`src/rtl/cnt_pkg.sv`:
```
// Shared constants for the sync-counter consumer blocks.
package cnt_pkg;
  localparam int CNT_W    = 4;
  localparam int DUTY_W   = CNT_W + 1;
  localparam int CNT_MAX  = 2**CNT_W - 1;
  localparam int DUTY_MAX = 2**CNT_W;
endpackage

```
`src/rtl/pwm_duty_shadow.sv`:
```
// Duty request/ack handshake with a pending shadow that is promoted to the
// active duty only on a period boundary.
module pwm_duty_shadow
  import cnt_pkg::*;
#(
  parameter int WIDTH = CNT_W
) (
  input  logic           clk,
  input  logic           rst,
  input  logic [WIDTH:0] duty_in,
  input  logic           duty_req,
  input  logic           apply,
  output logic [WIDTH:0] active,
  output logic           duty_ack
);
  localparam logic [WIDTH:0] DMAX = {1'b1, {WIDTH{1'b0}}};

  logic [WIDTH:0] pend;
  logic           pend_v;
  logic [WIDTH:0] duty_clamped;

  assign duty_clamped = (duty_in > DMAX) ? DMAX : duty_in;

  always_ff @(posedge clk or negedge rst) begin
    if (!rst) begin
      pend     <= '0;
      pend_v   <= 1'b0;
      active   <= '0;
      duty_ack <= 1'b0;
    end else begin
      duty_ack <= duty_req;
      if (apply && pend_v) begin
        active <= pend;
        pend_v <= 1'b0;
      end
      // A request on the apply clk becomes the next pending value.
      if (duty_req) begin
        pend   <= duty_clamped;
        pend_v <= 1'b1;
      end
    end
  end
endmodule

```
`src/rtl/count_pwm_gen.sv`:
```
// Samples the free-running sync counter, flags broken count sequences, tallies
// period wraps and drives a registered PWM compare against the active duty.
module count_pwm_gen
  import cnt_pkg::*;
#(
  parameter int WIDTH   = CNT_W,
  parameter int TALLY_W = 8
) (
  input  logic               clk,
  input  logic               rst,
  input  logic [WIDTH-1:0]   cnt,
  input  logic [WIDTH:0]     duty_in,
  input  logic               duty_req,
  output logic               duty_ack,
  output logic               pwm,
  output logic               wrap,
  output logic [TALLY_W-1:0] wraps,
  output logic               step_err
);
  logic [WIDTH-1:0] cnt_q;
  logic [WIDTH-1:0] cnt_exp;
  logic             primed;
  logic             wrap_hit;
  logic [WIDTH:0]   active;

  assign cnt_exp  = cnt_q + WIDTH'(1);
  assign wrap_hit = primed && (cnt_q == '1) && (cnt == '0);

  pwm_duty_shadow #(.WIDTH(WIDTH)) u_shadow (
    .clk      (clk),
    .rst      (rst),
    .duty_in  (duty_in),
    .duty_req (duty_req),
    .apply    (wrap_hit),
    .active   (active),
    .duty_ack (duty_ack)
  );

  always_ff @(posedge clk or negedge rst) begin
    if (!rst) begin
      cnt_q    <= '0;
      primed   <= 1'b0;
      step_err <= 1'b0;
      wrap     <= 1'b0;
      wraps    <= '0;
      pwm      <= 1'b0;
    end else begin
      cnt_q  <= cnt;
      primed <= 1'b1;
      if (primed && (cnt != cnt_exp))
        step_err <= 1'b1;
      wrap <= wrap_hit;
      if (wrap_hit)
        wraps <= wraps + TALLY_W'(1);
      // Uses the pre-edge active duty, so cnt=0 of a new period still sees the old one.
      pwm <= ({1'b0, cnt} < active);
    end
  end
endmodule

```
`config.mk`:
```
export PLATFORM = sky130hd
export DESIGN_NAME = count_pwm_gen
export DESIGN_NICKNAME = d
export VERILOG_FILES = /design/src/rtl/cnt_pkg.sv /design/src/rtl/pwm_duty_shadow.sv /design/src/rtl/count_pwm_gen.sv
export SDC_FILE = /design/constraint.sdc
export NUM_CORES = 1
export LEC_CHECK = 0
export BUFFER_PORTS_ARGS = -buffer_cell sky130_fd_sc_hd__buf_2
export CAP_MARGIN = 30
export CORE_MARGIN = 8
export CORE_UTILIZATION = 38
export DETAILED_ROUTE_END_ITERATION = 8
export GPL_ROUTABILITY_DRIVEN = 1
export HOLD_SLACK_MARGIN = 0.03
export PLACE_DENSITY = 0.66
export SLEW_MARGIN = 0
export SYNTH_ARGS = -nofsm -noshare
export SYNTH_HDL_FRONTEND = slang
export SYNTH_SLANG_ARGS = --single-unit
```
`constraint.sdc`:
```
create_clock -name clk -period 1.5 [get_ports clk]
set_input_delay 0 -clock clk [delete_from_list [all_inputs] [get_ports clk]]
set_output_delay 0 -clock clk [all_outputs]
set_load 0.1 [all_outputs]
```
==> impl_metrics.yaml <==
place:
  routabilityCongestion: 0.855
  port_buffers: 23
  dp_hpwl_mm: 1.63
  pre_cts_ws_ps: -47.5
  place_inst: 166
  place_area_um2: 1400
worst_setup_path:
  cp_num_buf_inv: 4
  cp-start-kind: "input port"
  critical_path_arrival_ps: 1690
  cp_top_family: "buffers and inverters"
  cpPeakStageDelay_ps: 530
  worst_ep_required_time_ps: 1720
  critPathSlowestCell: "dlygate4sd3_1"
  end_kind: "register"
  worstPathMaxFanout: 8
  worstPathCellList: "dlygate4sd3_1, buf_2, nand4bb_1, nor4_2, buf_4, buf_12, mux2_4"
  path_class: "input port to register"
floorplanning:
  io_pins: 24
  die_area_um2: 5190
  die_h_um: 72.0
  die_x_um: 72.0
  coreArea_um2: 3030
  rows: 20
  start_util: 0.394
synth:
  synth_xor_area_frac: 0.0808
  yosys.area_share.simple: 0.126
  ys_types: 28
  synth_top_area_share: 0.588
  synth_area_leaders: "dfrtp_1 (59%), ha_1 (5.2%), xnor2_1 (5.1%)"
  synth_edf_count: 0
  syn_avg_cell_area_um2: 12.4
  synth_area_leader_cell: "dfrtp_1"
  ys_seq_area_frac: 0.588
  synth_adder_area_share: 0.0525
  synth.cell_area_um2: 1190
  synth_top_family_by_area: "simple AND/OR/NAND/NOR gates"
  syn-num-nets: 113
  ys.flop_type: "dfrtp_1"
  synth-compound-area-share: 0.0525
  yosysWarnings: 0
  async_reset_ff_frac: 1.00
  synth_cells: 96
  synth_most_common_cell: "dfrtp_1"
  ys_top_cells_by_count: "dfrtp_1 (28), inv_1 (8), xnor2_1 (7)"
  synth_mux_area_frac: 0.0630
  ys_ff_latch: 28
finish:
  area_growth_syn_to_layout_pct: 35.9
  num-nets-final: 162
  fin_area_um2: 1620
  n_antenna_cell: 0
  drive_above_1_share: 0.326
  instances_no_fill: 188
route:
  postRouteAntennaNets: 0
  vias_per_cell: 4.62
  routed_wl_mm: 2.35
  routedWlPerCell_um: 12.5
  vias: 868
  drt_iter0_drc: 18
  drc: 0
  first_pass_iters: 4
cts:
  htreeDepth: 1
  clock_path_buffers: 2
  clk_latency_ps: 320
  cts_buffers: 3
  clock_sinks: 28
  clkTransAtPathRegs_ps: 140
  tritoncts: "yes"
  cts-root-buf: "clkbuf_4"
power:
  powerDensity_nw_per_um2: 815
  netSwitchingFraction: 0.261
  power_frac_comb: 0.160
  power_frac_clock: 0.231
  ir_worst_vdd_mv: 0.646
  p_seq_frac: 0.609
  p_sw_mw: 0.345
  p_leak_nw: 0.796
  p_int_mw: 0.976
timing:
  setup_slack_ps: 30.2
  final.setup_skew_ps: 5.69
  layout_min_cycle_time_ps: 1470
  timing.hold.ws_ps: 203
  slew_violations: 0
  worst_slew_pin_slew_ps: 597
  max_slew_margin: 0.602
  hold_viol: 0
  setup-violations-final: 0
  rsz0062_at_grt: "true"
  period_share: 0.980
  fmax_mhz: 680
  fin_setup_tns_ps: 0
grt:
  grt_pass1_wl_mm: 3.87
  grt_usage: 0.0930
  grt_max_degree: 29
  grt_pass1_vias: 874
  antenna_found_initial: 0
  overflow: 0
worst_hold_path:
  hold_path_class: "input port to asynchronous set/reset pin"
flow_run:
  drv_cap: 0
outcome:
  status: "finished clean"
-- stage by stage --
stage | util | total power [mW]
after detailed placement | 0.463 | 1.00
after global routing | 0.535 | 1.39
after global placement | 0.463 | 0.995
final | 0.535 | 1.32
after CTS | 0.533 | 1.34
after floorplan | - | 0.936
-- logic make-up after synthesis --
| group | after synthesis |
|---|---|
| AO/OA/AOI/OAI | 10 |
| XOR/XNOR | 11 |
| adder cells (fa/ha/maj) | 5 |
| buffers and inverters | 10 |
| flip-flops | 28 |
| multiplexers | 7 |
| other | 1 |
| AND/OR/NAND/NOR | 24 |
-- cell usage in the layout, fill, tap and decap left out, drive strengths merged --
master / count
nand2: 6
ha: 5
mux2: 4
xnor2: 7
and3: 2
o21bai: 1
inv: 8
clkbuf: 4
nand3b: 5
a21o: 1
o21ai: 5
a31oi: 1
nor3: 2
nand4bb: 1
mux2i: 3
nand4: 4
xor2: 4
dfrtp: 28
a211oi: 1
nor2: 1
conb: 1
dlygate4sd3: 15
or3: 1
nor4: 1
buf: 31
nand2b: 1
o22a: 1
-- worst reg2reg max path: cells and delay by family (launching register included) --
| kind | cells | cell delay [ps] |
|---|---|---|
| buf+inv | 2 | 300 |
| fa+ha+maj | 1 | 200 |
| simple gates | 2 | 170 |
| mux | 1 | 290 |
| flops | 1 | 390 |
-- area by class of cell --
class / count / area, µm²
multi-input cells: 58 / 463
inverters: 8 / 30.0
clock buffers: 4 / 26.3
well taps: 44 / 55.1
repair buffers: 46 / 338
fillers: 269 / 1410
flip-flops and latches: 28 / 708
-- what timing repair did --
item | 4_1_cts | 5_1_grt
resized for setup | 0 | 2
endpoints found under the hold margin | 39 | 0
setup endpoints to repair | 5 | 13
pin swaps | 1 | 3
setup buffers | 3 | 0
hold buffers | 15 | 0
gates cloned | 0 | 0
-- worst paths after layout --
kind,slack (ps),from,to,cells past startpoint
worst max-delay path,30,cnt[2],wraps[1],7
worst min-delay path,200,rst,u_shadow.pend_v,2
worst max register to register,50,cnt_q[0],wraps[1],6
worst min register to register,490,wraps[5],wraps[5],1
max in group asynchronous,880,rst,wraps[5],2
min in group clk,380,cnt[2],cnt_q[2],2
-- metal layers --
metal	vias to the layer above	wire, µm	track usage
met4	0	48	0.0590
met5	-	0	0
li1	422	-	-
met1	426	976	0.102
met2	16	1230	0.159
met3	4	88	0.0207
-- power by group through the flow --
stage	clock (mW)	sequential, mW	combinational, mW
2_1_floorplan	0	0.873	0.0632
4_1_cts	0.319	0.804	0.213
6_report	0.304	0.805	0.212
5_1_grt	0.351	0.809	0.229
3_5_place_dp	0	0.819	0.185
3_3_place_gp	0	0.817	0.178
-- flip-flops by register name, indices dropped and copies added, names as in the netlist --
name and count:
wrap 1, cnt_q 4, u_shadow.active 5, pwm 1, wraps 8, u_shadow.duty_ack 1, step_err 1, primed 1
u_shadow.pend 5, u_shadow.pend_v 1
Note: power is estimated with default switching activity, not from simulation.
